## config.mk

```make
export PLATFORM = sky130hd
export DESIGN_NAME = pacman_life_controller
export DESIGN_NICKNAME = d
export VERILOG_FILES = /design/src/rtl/pacman_life_controller_pkg.sv /design/src/rtl/pacman_life_controller_frame_timer.sv /design/src/rtl/pacman_life_controller.sv
export SDC_FILE = /design/constraint.sdc
export NUM_CORES = 1
export LEC_CHECK = 0
export CAP_MARGIN = 20
export CORE_MARGIN = 3
export CORE_UTILIZATION = 30
export DETAILED_ROUTE_END_ITERATION = 10
export PLACE_DENSITY_LB_ADDON = 0.12
export SLEW_MARGIN = 20
export SYNTH_ARGS = -nofsm -noshare
export SYNTH_HDL_FRONTEND = slang
export SYNTH_HIERARCHICAL = 1
export SYNTH_SLANG_ARGS = --single-unit
export TNS_END_PERCENT = 100
```

## constraint.sdc

```tcl
create_clock -name clk -period 6.7 [get_ports clk]
set_input_delay 1.005 -clock clk [delete_from_list [all_inputs] [get_ports clk]]
set_output_delay 1.005 -clock clk [all_outputs]
set_load 0.01 [all_outputs]
```

## src/rtl/pacman_life_controller_pkg.sv

```systemverilog
// pacman_life_controller_pkg: game state encodings and default timing/lives constants shared with HUD and movement blocks
package pacman_life_controller_pkg;
  typedef enum logic [1:0] {
    GS_IDLE      = 2'd0,
    GS_PLAYING   = 2'd1,
    GS_DYING     = 2'd2,
    GS_GAME_OVER = 2'd3
  } game_state_t;
  localparam int DEF_INIT_LIVES   = 3;
  localparam int DEF_LIVES_W      = 2;
  localparam int DEF_DEATH_FRAMES = 60;
  localparam int DEF_GRACE_FRAMES = 90;
  localparam int DEF_FRAME_CNT_W  = 7;
endpackage

```

## src/rtl/pacman_life_controller_frame_timer.sv

```systemverilog
// pacman_life_controller_frame_timer: loadable down-counter stepped by frame ticks, done while it reads zero
module pacman_life_controller_frame_timer #(
  parameter int W = 7
) (
  input  logic         clk,
  input  logic         rst,
  input  logic         load,
  input  logic [W-1:0] load_val,
  input  logic         tick,
  output logic         done
);
  logic [W-1:0] cnt;
  always_ff @(posedge clk or posedge rst)
    if (rst) cnt <= '0;
    else if (load) cnt <= load_val;
    else if (tick && cnt != '0) cnt <= cnt - W'(1);
  assign done = cnt == '0;
endmodule

```

## src/rtl/pacman_life_controller.sv

```systemverilog
// pacman_life_controller: life counter, death hold-off, respawn grace window and game-over sequencing
module pacman_life_controller
  import pacman_life_controller_pkg::*;
#(
  parameter int INIT_LIVES   = DEF_INIT_LIVES,
  parameter int LIVES_W      = DEF_LIVES_W,
  parameter int DEATH_FRAMES = DEF_DEATH_FRAMES,
  parameter int GRACE_FRAMES = DEF_GRACE_FRAMES,
  parameter int FRAME_CNT_W  = DEF_FRAME_CNT_W
) (
  input  logic               clk,
  input  logic               rst,
  input  logic               frame_tick,
  input  logic               start_btn,
  input  logic               pacman_is_dead,
  output logic [1:0]         state,
  output logic [LIVES_W-1:0] lives,
  output logic               freeze,
  output logic               respawn,
  output logic               death_pulse,
  output logic               game_over
);
  game_state_t st_q, st_n;
  logic [LIVES_W-1:0] lives_n;
  logic start_q, start_rise, respawn_n, death_pulse_n;
  logic grace_load, death_load, grace_done, death_done, death_exp;
  assign start_rise = start_btn & ~start_q;
  assign death_exp  = frame_tick & death_done;
  assign state      = st_q;
  // death timer is loaded with DEATH_FRAMES-1 so expiry lands on the DEATH_FRAMES-th tick
  pacman_life_controller_frame_timer #(.W(FRAME_CNT_W)) u_death (
    .clk(clk), .rst(rst), .load(death_load), .load_val(FRAME_CNT_W'(DEATH_FRAMES - 1)),
    .tick(frame_tick && st_q == GS_DYING), .done(death_done)
  );
  pacman_life_controller_frame_timer #(.W(FRAME_CNT_W)) u_grace (
    .clk(clk), .rst(rst), .load(grace_load), .load_val(FRAME_CNT_W'(GRACE_FRAMES)),
    .tick(frame_tick && st_q == GS_PLAYING), .done(grace_done)
  );
  always_comb begin
    st_n          = st_q;
    lives_n       = lives;
    respawn_n     = 1'b0;
    death_pulse_n = 1'b0;
    grace_load    = 1'b0;
    death_load    = 1'b0;
    unique case (st_q)
      GS_IDLE, GS_GAME_OVER: if (start_rise) begin
        st_n       = GS_PLAYING;
        lives_n    = LIVES_W'(INIT_LIVES);
        respawn_n  = 1'b1;
        grace_load = 1'b1;
      end
      GS_PLAYING: if (pacman_is_dead && grace_done) begin
        st_n          = GS_DYING;
        death_pulse_n = 1'b1;
        death_load    = 1'b1;
      end
      GS_DYING: if (death_exp) begin
        lives_n    = lives - LIVES_W'(1);
        st_n       = lives == LIVES_W'(1) ? GS_GAME_OVER : GS_PLAYING;
        respawn_n  = lives != LIVES_W'(1);
        grace_load = lives != LIVES_W'(1);
      end
      default: ;
    endcase
  end
  always_ff @(posedge clk or posedge rst)
    if (rst) begin
      st_q        <= GS_IDLE;
      lives       <= LIVES_W'(INIT_LIVES);
      freeze      <= 1'b1;
      respawn     <= 1'b0;
      death_pulse <= 1'b0;
      game_over   <= 1'b0;
      start_q     <= 1'b0;
    end else begin
      st_q        <= st_n;
      lives       <= lives_n;
      freeze      <= st_n != GS_PLAYING;
      respawn     <= respawn_n;
      death_pulse <= death_pulse_n;
      game_over   <= st_n == GS_GAME_OVER;
      start_q     <= start_btn;
    end
  always_ff @(posedge clk)
    if (!rst && st_q == GS_DYING && death_exp) assert (lives != '0);
endmodule

```

Yosys cells after proc, flatten, opt, wreduce, memory -nomap -nowiden. Index checks and enable logic that the tools add are counted.

$add $sub $neg: 3. Equality and inequality tests: 9. Multiplexer cells: 17. Bitwise logic cells: 3. Reductions and logical operators: 15.

Operators with widths (count): $mux W7 (4); $logic_not A7 Y1 (2); $reduce_bool A7 Y1 (2); $sub A7 B1 Y7 const B (2); $mux W2 (6); $eq A2 B2 Y1 const B (3); $pmux W2 S3 (1); $reduce_bool A2 Y1 (3); $logic_and A1 B1 Y1 (5); $eq A2 B1 Y1 const B (2); $mux W1 (4); $ne A2 B1 Y1 const B (2); $ne A2 B2 Y1 const B (2); $pmux W2 S2 (1); $reduce_and A3 Y1 (1); $and A1 B1 Y1 (2); $logic_not A2 Y1 (1); $pmux W1 S2 (1); $reduce_or A2 Y1 (1); $sub A2 B1 Y2 const B (1); $not A1 Y1 (1).

Register bits after elaboration: 23. Bits of input ports: 5. Output and inout port bits: 8.

Longest topological paths before layout. Gate-level depths: netlist of the first run.

Depth after elaboration: 5. Depth in mapped cells: 12. Gate-level depth less buffers: 10.

Hierarchy. The synthesis of the first run kept the hierarchy.

By module, submodules not included: pacman_life_controller_frame_timer (times used 2, cells each 58, area an instance 504.2 um2, sequential area each 175.2 um2); pacman_life_controller (times used 1, cells each 49, area an instance 520.5 um2, sequential area each 229.0 um2).

Worst setup path before layout of the first run. No wires, ideal clock.

Path kind: register -> register. Start point: reg u_death.cnt[3]. End point: reg u_grace.cnt[0]. Setup time: 0.130 ns. Data arrival time: 2.300 ns. Data required time: 6.570 ns. Slack: 4.270 ns. Cell stages (with the launch flop): 11. Path buffers: 2. Period minus slack after synthesis: 2.430 ns. Cells stage by stage: dfrtp_1 -> or4_4 -> nor2_1 -> nand3_1 -> a2bb2oi_1 -> nor2_1 -> clkdlybuf4s15_1 -> clkbuf_1 -> nor2_1 -> o211ai_1 -> nand3_1.

Longest elaborated chain between the ends: 5. Elaborated cells between the ends (all ways): 6. Those cells by class: mux: 3; bitwise: 1; reduce/logical: 2.

Ends and longest elaborated chain: start, declared (RTL line pacman_life_controller_frame_timer.sv:12) `logic [W-1:0] cnt;`; start signal, assigned (RTL line pacman_life_controller_frame_timer.sv:15) `else if (load) cnt <= load_val;`; start signal, assigned (RTL line pacman_life_controller_frame_timer.sv:16) `else if (tick && cnt != '0) cnt <= cnt - W'(1);`; $logic_not A7 Y1 (*) (RTL line pacman_life_controller_frame_timer.sv:17) `assign done = cnt == '0;`; named net death_done (RTL line pacman_life_controller.sv:26) `logic grace_load, death_load, grace_done, death_done, death_exp;`; $and A1 B1 Y1 (*) (RTL line pacman_life_controller.sv:28) `assign death_exp = frame_tick & death_done;`; $mux W1 (*) (RTL line pacman_life_controller.sv:58) `GS_DYING: if (death_exp) begin`; $pmux W1 S2 (*) (RTL line pacman_life_controller.sv:46) `unique case (st_q)`; named net grace_load (RTL line pacman_life_controller.sv:26); $mux W7 or $reduce_bool A2 Y1 (tied branches); end signal, assigned (RTL line pacman_life_controller_frame_timer.sv:15); end signal, assigned (RTL line pacman_life_controller_frame_timer.sv:16); end, declared (RTL line pacman_life_controller_frame_timer.sv:12).

Mark *: on every way through the listed nets, which the timed path passes. The rest lies on a longest branch. A chain may end at the register's enable or synchronous reset.

Final worst setup path of the first run.
Start point: in start_btn. End point: reg u_grace.cnt[5].

Longest elaborated chain between the ends: 4. Elaborated cells between the ends (all ways): 5. Those cells by class: mux: 3; bitwise: 1; reduce/logical: 1.

Ends and longest elaborated chain: start, declared (RTL line pacman_life_controller.sv:14) `input logic start_btn,`; $and A1 B1 Y1 (*) (RTL line pacman_life_controller.sv:27) `assign start_rise = start_btn & ~start_q;`; $mux W1 (*) (RTL line pacman_life_controller.sv:47) `GS_IDLE, GS_GAME_OVER: if (start_rise) begin`; $pmux W1 S2 (*) (RTL line pacman_life_controller.sv:46); named net grace_load (RTL line pacman_life_controller.sv:26); $mux W7 or $reduce_bool A2 Y1 (tied branches).

Marked as above.

==> flow_metrics.tcl, run 1 <==
set metrics [dict create \
    cts_repair_resize_count 0 \
    yosysSeqAreaShare 0.379 \
    final_max_slew_viol_count 0 \
    fin_nets 200 \
    rrSetupSlack_ps 3810 \
    critical_path_buf_inv_count 1 \
    start_kind "input port" \
    endpoint_kind "register" \
    die_x_um 77.4 \
    clock-sinks 23 \
    grt_pass1_wl_um 5980 \
    synth_warnings 6 \
    synth_edf_count 0 \
    grt_use_total 0.122 \
    holdPathEnd "lives[1]" \
    period_minus_slack_ps 2910 \
    finClkSkew_ps 2.67 \
    min_path_cells 2 \
    slowest_delay_ps 550 \
    startpoint "start_btn" \
    cp_top_family "simple AND/OR/NAND/NOR gates" \
    relSlewSlack 0.503 \
    synthCells 165 \
    worst_slack_ps 3790 \
    wirelength_um 3430 \
    ctsRootBufferMaster "clkbuf_8" \
    crit_chain "clkdlybuf4s50_1 > nor2b_1 > a2bb2oi_1 > nor2_2 > and3b_1 > a41oi_1 > o211ai_1" \
    area_growth_pct 17.6 \
    peakVddDrop_v 0.000187 \
    cp_slowest_cell "clkdlybuf4s50_1" \
    drt-pass1-iter-count 4 \
    syn_area_um2 1530 \
    insertion_delay_ps 260 \
    port-buffer-count 12 \
    clockBufferDepth 2 \
    rr_startpoint "u_death/cnt[3]" \
    ant_nets 0 \
    maxCapViolations 0 \
    io-pin-count 13 \
    synth_area_per_cell_um2 9.27 \
    rsz0062_at_grt "false" \
    ys_ff_latch 23 \
    cts_buffers 3 \
    cts_hold_buf 0 \
    wire_per_inst_um 13.4 \
    die_height_um 77.4 \
    cp_data_arrival_time_ps 3040 \
    status "completed" \
    max_freq_ghz 0.343 \
    dpl_worst_slack_ps 3230 \
    final_common_cell "dfrtp_1" \
    route.detailed.drc 0 \
    grt_max_degree 20 \
    ys_types 47 \
    r2r_end "u_grace/cnt[5]" \
    cts_setup_buffers 0 \
    worst-path-max-fanout 19 \
    hpwl_um 2630 \
    synth-async-reset-ratio 1.00 \
    required_ps 6830 \
    synthFlopType "dfrtp_1" \
    rows 25 \
    worst_r2r_path_depth 8 \
    grt_overflow_total 0 \
    hold_path.class "register to register" \
    worst_pin_slew_ps 739 \
    power_density_nw_per_um2 295 \
    period_share 0.435 \
    gp_congestion 0.811 \
    core-area_um2 4820 \
    cts_tree "yes" \
    htreeDepth 1 \
    via_count 1274 \
    diodes 0 \
    crit_type "input port to register" \
    finalSetupViolCount 0 \
    path_clk_slew_ps 80 \
    antenna_found_initial 0 \
    mostFrequentLayoutCells "dfrtp_1 (20), a21oi_1 (14), conb_1 (14), inv_1 (13), clkdlybuf4s50_1 (12)" \
    min_from "lives[1]" \
    start_util 0.317 \
    grt_pass1_vias 1244 \
    drtIter0Drc 147 \
    avgViaCountPerCell 4.98 \
    power_leakage_uw 0.000754 \
    fp.dieArea_um2 5990 \
    finalHoldViolations 0 \
    tns_ps 0 \
    drive_gt1_frac 0.106 \
]
[per-layer routing]
metal / routed length, um / vias up / track usage
met5: 0 / - / 0
met4: 42 / 0 / 0.0534
met3: 86 / 4 / 0.0197
met2: 1680 / 14 / 0.200
met1: 1620 / 607 / 0.159
li1: - / 649 / -
[per-stage QoR]
step | cells | instance area, um^2 | utilization | hold WS, ps | total power [uW]
after global routing | 256 | 1800 | 0.373 | 581 | 581
after global placement | 252 | 1750 | 0.363 | 540 | 439
after detailed placement | 252 | 1750 | 0.363 | 545 | 447
after floorplan | 177 | 1570 | - | 527 | 384
after CTS | 256 | 1800 | 0.373 | 557 | 535
final | 256 | 1800 | 0.373 | 546 | 531
[report_power, final]
group	internal [uW]	total [uW]	switching (uW)	leakage, uW
combinational	107	223	116	0.000459
sequential	177	222	45.0	0.000272
clock	42.4	85.7	43.3	0.0000228
total	326	531	205	0.000754
[cells by family after synthesis]
kind of cell / count (synthesis) / synth area share
muxes: 1 / 0.00736
other: 2 / 0.00491
AOI/OAI and AO/OA: 52 / 0.255
adders and majority gates: 5 / 0.0409
and+or+nand+nor: 64 / 0.261
buffers and inverters: 18 / 0.0524
DFF: 23 / 0.379
[state kept, by name, indices dropped and copies added (netlist names)]
signal and flops:
game_over 1, state 2, freeze 1, u_grace/cnt 7, start_q 1, u_death/cnt 7, respawn 1, lives 2
death_pulse 1
[cell type report]
class	instances	area [um^2]
well taps	67	83.8
inverters	14	52.6
multi-input cells	136	917
repair buffers	12	120
fillers	512	3020
clock buffers	4	45.0
flip-flops and latches	23	579
[synth_stat cells, types with 4 or more instances]
library cell | n | area, um^2
nor3b_1 | 4 | 30.0
ha_1 | 5 | 62.6
a31oi_1 | 4 | 25.0
o211ai_1 | 6 | 45.0
nor2b_1 | 7 | 43.8
nand2b_1 | 6 | 37.5
inv_1 | 13 | 48.8
nor4_1 | 4 | 25.0
nand2_1 | 10 | 37.5
a21oi_1 | 14 | 70.1
nor2_1 | 9 | 33.8
dfrtp_1 | 20 | 500
[worst max path at each step]
| stage | end | slack, ps | cells past startpoint |
|---|---|---|---|
| after floorplan | u_grace/cnt[0] | 4270 | 10 |
| after CTS | u_grace/cnt[5] | 3520 | 7 |
| after global placement | u_grace/cnt[5] | 3410 | 7 |
| after detailed placement | u_grace/cnt[5] | 3230 | 7 |
| after global routing | u_grace/cnt[5] | 3530 | 8 |
| final | u_grace/cnt[5] | 3790 | 7 |
[worst register-to-register path, cell delays in order, from the launching register on]
cell and delay (ps):
dfrtp_1 460, or4_4 580, nor2_1 230, nand3_1 180
a2bb2oi_1 180, nor2_2 540, and3b_1 260, a41oi_1 190
o211ai_1 130
No activity file was read; power rests on OpenSTA's default activity.
==> run 2: changes to the inputs <==
==> constraint.sdc (replaced) <==
create_clock -name clk -period 3 [get_ports clk]
set_input_delay 0.45 -clock clk [delete_from_list [all_inputs] [get_ports clk]]
set_output_delay 0.45 -clock clk [all_outputs]
set_load 0.01 [all_outputs]
==> run 2 against run 1 <==
Die area stayed put. Critical endpoint unchanged. Non-clock buffer count is 2 higher. Critical path depth is 2 higher. Largest power group unchanged. Final area is 0.70% higher. Highest routed layer unchanged. Register-to-register slack worse by 3300 ps. Utilization is 0.26 points higher.
==> flow_metrics.tcl, run 2 (synthesis gave the netlist of run 1 again) <==
set metrics [dict create \
    die_x_um 77.4 \
    cp_data_arrival_time_ps 2630 \
    final_common_cell "dfrtp_1" \
    wire_per_inst_um 13.7 \
    worst-path-max-fanout 19 \
    rr_startpoint "u_death/cnt[3]" \
    rows 25 \
    core-area_um2 4820 \
    rrSetupSlack_ps 510 \
    grt_pass1_wl_um 6180 \
    peakVddDrop_v 0.000323 \
    port-buffer-count 12 \
    cts_tree "yes" \
    status "completed" \
    diodes 0 \
    r2r_end "u_grace/cnt[5]" \
    htreeDepth 1 \
    period_share 0.830 \
    dpl.cell_count 254 \
    clockBufferDepth 2 \
    gp_congestion 0.818 \
    period_minus_slack_ps 2490 \
    drive_gt1_frac 0.110 \
    ctsRootBufferMaster "clkbuf_8" \
    grt_use_total 0.125 \
    power_density_nw_per_um2 662 \
    cts_buffers 3 \
    insertion_delay_ps 260 \
    hold_path.class "input port to asynchronous set/reset pin" \
    path_clk_slew_ps 90 \
    hpwl_um 2690 \
    start_util 0.317 \
    cts_setup_buffers 0 \
    required_ps 3140 \
    endpoint_kind "register" \
    finalSetupViolCount 0 \
    via_count 1300 \
    maxCapViolations 0 \
    antenna_found_initial 0 \
    crit_type "register to register" \
    final_max_slew_viol_count 0 \
    start_kind "register" \
    die_height_um 77.4 \
    rsz0062_at_grt "false" \
    fin_nets 202 \
    relSlewSlack 0.541 \
    cts_hold_buf 0 \
    worst_pin_slew_ps 683 \
    ant_nets 0 \
    drt-pass1-iter-count 4 \
    worst_r2r_path_depth 9 \
    finClkSkew_ps 7.35 \
    power_leakage_uw 0.000765 \
    io-pin-count 13 \
    mostFrequentLayoutCells "dfrtp_1 (20), a21oi_1 (14), conb_1 (14), inv_1 (13), clkdlybuf4s50_1 (12)" \
    route.detailed.drc 0 \
    reg_top3 "u_death/cnt x7, u_grace/cnt x7" \
    finalHoldViolations 0 \
    area_growth_pct 18.4 \
    fillCellCount 508 \
    grt_overflow_total 0 \
    fp.dieArea_um2 5990 \
    cts_repair_resize_count 0 \
    wirelength_um 3530 \
    clock-sinks 23 \
    drtIter0Drc 54 \
    grt_max_degree 20 \
    final_cells 258 \
    max_freq_ghz 0.402 \
    avgViaCountPerCell 5.04 \
    tns_ps 0 \
    grt_pass1_vias 1319 \
]
## run 2: cell types whose count changed in the layout (fill, tap and decap cells not counted), sizes merged
cell	before	now
buf	0	2
## run 2: worst max path at each step
stage | slack [ps] | endpoint | cells after the start | startpoint
after global routing | 350 | u_grace/cnt[5] | 9 | u_death/cnt[3]
after global placement | 610 | u_grace/cnt[5] | 9 | u_death/cnt[3]
after detailed placement | 550 | u_grace/cnt[5] | 9 | u_death/cnt[3]
after floorplan | 570 | u_grace/cnt[0] | 10 | u_death/cnt[3]
final | 510 | u_grace/cnt[5] | 9 | u_death/cnt[3]
after CTS | 540 | u_grace/cnt[5] | 9 | u_death/cnt[3]
## run 2: report_power, final
part	internal (uW)	switching [uW]
Sequential	395	103
Combinational	241	263
Clock	94.8	101
Total	731	467
## run 2: layout make-up
cell class              count  area (um^2)  share of cell area
multi-input cells         136          915               0.505
inverters                  14         52.6              0.0290
well taps                  67         83.8              0.0463
repair buffers             14          135              0.0746
clock buffers               4         45.0              0.0249
flip-flops and latches     23          579               0.320
## run 2: worst max-delay path, stage by stage (launching register included)
cell and delay, ps:
dfrtp_1 450, or4_4 570, nor2_1 230, nand3_1 190
a2bb2oi_1 160, nor2_1 90, buf_4 220, and3b_1 200
a41oi_1 150, o211ai_1 110
## run 2: stage by stage
stage	area [um^2]	utilization	worst slack, ps	power, uW	hold slack (ps)
final	1810	0.376	511	1200	507
after global routing	1810	0.376	354	1310	519
after CTS	1810	0.376	539	1210	499
after detailed placement	1770	0.366	551	1000	551
after global placement	1770	0.366	610	987	553
after floorplan	1570	-	570	858	253
## run 2: routing by layer
layer / GRT usage / routed length [um] / vias up / part of all wire
li1: - / - / 647 / -
met1: 0.162 / 1690 / 628 / 0.48
met2: 0.213 / 1730 / 23 / 0.49
met3: 0.0186 / 86 / 2 / 0.024
met4: 0.0409 / 25 / 0 / 0.0071
met5: 0 / 0 / - / 0
==> run 3: changes to the inputs <==
==> constraint.sdc (replaced) <==
create_clock -name clk -period 2.48 [get_ports clk]
set_input_delay 0.372 -clock clk [delete_from_list [all_inputs] [get_ports clk]]
set_output_delay 0.372 -clock clk [all_outputs]
set_load 0.01 [all_outputs]
==> run 3 against run 2 <==
Register-to-register slack got worse by 380 ps. Cell count increased by 2.3%. Combinational power increased by 31%. Final area increased by 3.8%. Global-route usage increased by 0.44 points. Sequential share of layout area decreased by 1.1 points. Critical path type unchanged. Via count increased by 2.1%. Routed wire length increased by 2.3%.
==> flow_metrics.tcl, run 3 (synthesis gave the netlist of run 1 again) <==
set metrics [dict create \
    max_freq_ghz 0.426 \
    rows 25 \
    avgViaCountPerCell 5.03 \
    final_max_slew_viol_count 0 \
    route.detailed.drc 0 \
    drt-pass1-iter-count 4 \
    final_common_cell "dfrtp_1" \
    wirelength_um 3620 \
    diodes 0 \
    area_growth_pct 22.9 \
    insertion_delay_ps 270 \
    fillCellCount 506 \
    start_util 0.317 \
    rr_startpoint "u_death/cnt[4]" \
    htreeDepth 1 \
    mostFrequentLayoutCells "dfrtp_1 (19), a21oi_1 (14), conb_1 (14), inv_1 (13), clkdlybuf4s50_1 (12)" \
    rrSetupSlack_ps 130 \
    finalHoldViolations 0 \
    rsz0062_at_grt "false" \
    start_kind "register" \
    clockBufferDepth 2 \
    reg_top3 "u_death/cnt x7, u_grace/cnt x7" \
    hpwl_um 2750 \
    worst-path-max-fanout 19 \
    power_density_nw_per_um2 795 \
    clock-sinks 23 \
    hold_path.class "input port to asynchronous set/reset pin" \
    finalSetupViolCount 0 \
    power_leakage_uw 0.000796 \
    cts_tree "yes" \
    wire_per_inst_um 13.7 \
    cts_buffers 3 \
    fin_nets 208 \
    status "completed" \
    whs_ps 419 \
    path_clk_slew_ps 80 \
    grt_max_degree 20 \
    cp_data_arrival_time_ps 2490 \
    drtIter0Drc 60 \
    final_area_um2 1880 \
    die_height_um 77.4 \
    tns_ps 0 \
    endpoint_kind "register" \
    ctsRootBufferMaster "clkbuf_8" \
    grt_use_total 0.130 \
    die_x_um 77.4 \
    relSlewSlack 0.541 \
    finClkSkew_ps 4.99 \
    grt_pass1_vias 1384 \
    period_share 0.947 \
    post_dp_cell_area_um2 1820 \
    port-buffer-count 12 \
    io-pin-count 13 \
    core-area_um2 4820 \
    fp.dieArea_um2 5990 \
    maxCapViolations 0 \
    gp_congestion 0.791 \
    finalPower_uw 1490 \
    drive_gt1_frac 0.152 \
    worst_pin_slew_ps 682 \
    antenna_found_initial 0 \
    peakVddDrop_v 0.000376 \
    grt_pass1_wl_um 6360 \
    grt_overflow_total 0 \
    r2r_end "u_grace/cnt[5]" \
    required_ps 2620 \
    ant_nets 0 \
    crit_type "register to register" \
    worst_r2r_path_depth 9 \
    via_count 1327 \
    period_minus_slack_ps 2350 \
]
run 3: cell count changes in the layout (fill, tap and decap cells not counted), sizes merged:
cell / before / now
buf: 2 / 8
run 3: metal layers:
layer / GRT usage / vias to the layer above / share of wire
met4: 0.0391 / 0 / 0.014
met3: 0.0220 / 5 / 0.023
met5: 0 / - / 0
met1: 0.168 / 643 / 0.49
li1: - / 665 / -
met2: 0.220 / 14 / 0.47
run 3: report_power, final:
group	internal, uW	total [uW]	switching [uW]
Clock	115	240	125
Sequential	478	596	117
Combinational	315	658	343
Total	908	1490	585
run 3: area by class of cell:
type,instances,area [um^2],area share
Timing Repair Buffer,20,193,0.103
Tap cell,67,83.8,0.0446
Sequential cell,23,581,0.309
Inverter,14,52.6,0.0280
Clock buffer,4,45.0,0.0240
Multi-Input combinational cell,136,925,0.492
run 3: timing repair:
item                       in CTS  in global routing
hold buffers                    0                  0
buffers inserted                0                  0
resized for setup               0                  4
setup endpoints to repair       0                  1
run 3: worst max-delay path by stage:
| stage | start | endpoint | slack (ps) | depth (start not counted) |
|---|---|---|---|---|
| floorplan | u_death/cnt[3] | u_grace/cnt[0] | 50 | 10 |
| global placement | u_death/cnt[4] | u_grace/cnt[5] | 160 | 9 |
| detailed placement | u_death/cnt[4] | u_grace/cnt[5] | 70 | 9 |
| CTS | u_death/cnt[4] | u_grace/cnt[5] | 50 | 9 |
| global route | u_death/cnt[4] | u_grace/cnt[5] | 9 | 9 |
| finish | u_death/cnt[4] | u_grace/cnt[5] | 130 | 9 |
run 3: worst max-delay path, stage by stage (launching register included):
cell,delay (ps)
dfrtp_2,450
or4_4,560
nor2_4,130
nand3_1,110
a2bb2oi_1,150
nor2_1,190
buf_12,170
and3b_1,180
a41oi_1,170
o211ai_1,120
run 3: metrics by stage:
stage | util | cells | setup WS [ps]
2_1_floorplan | - | 177 | 49.8
6_report | 0.390 | 264 | 131
3_5_place_dp | 0.378 | 260 | 66.5
3_3_place_gp | 0.378 | 260 | 160
4_1_cts | 0.388 | 264 | 53.6
5_1_grt | 0.390 | 264 | 8.52
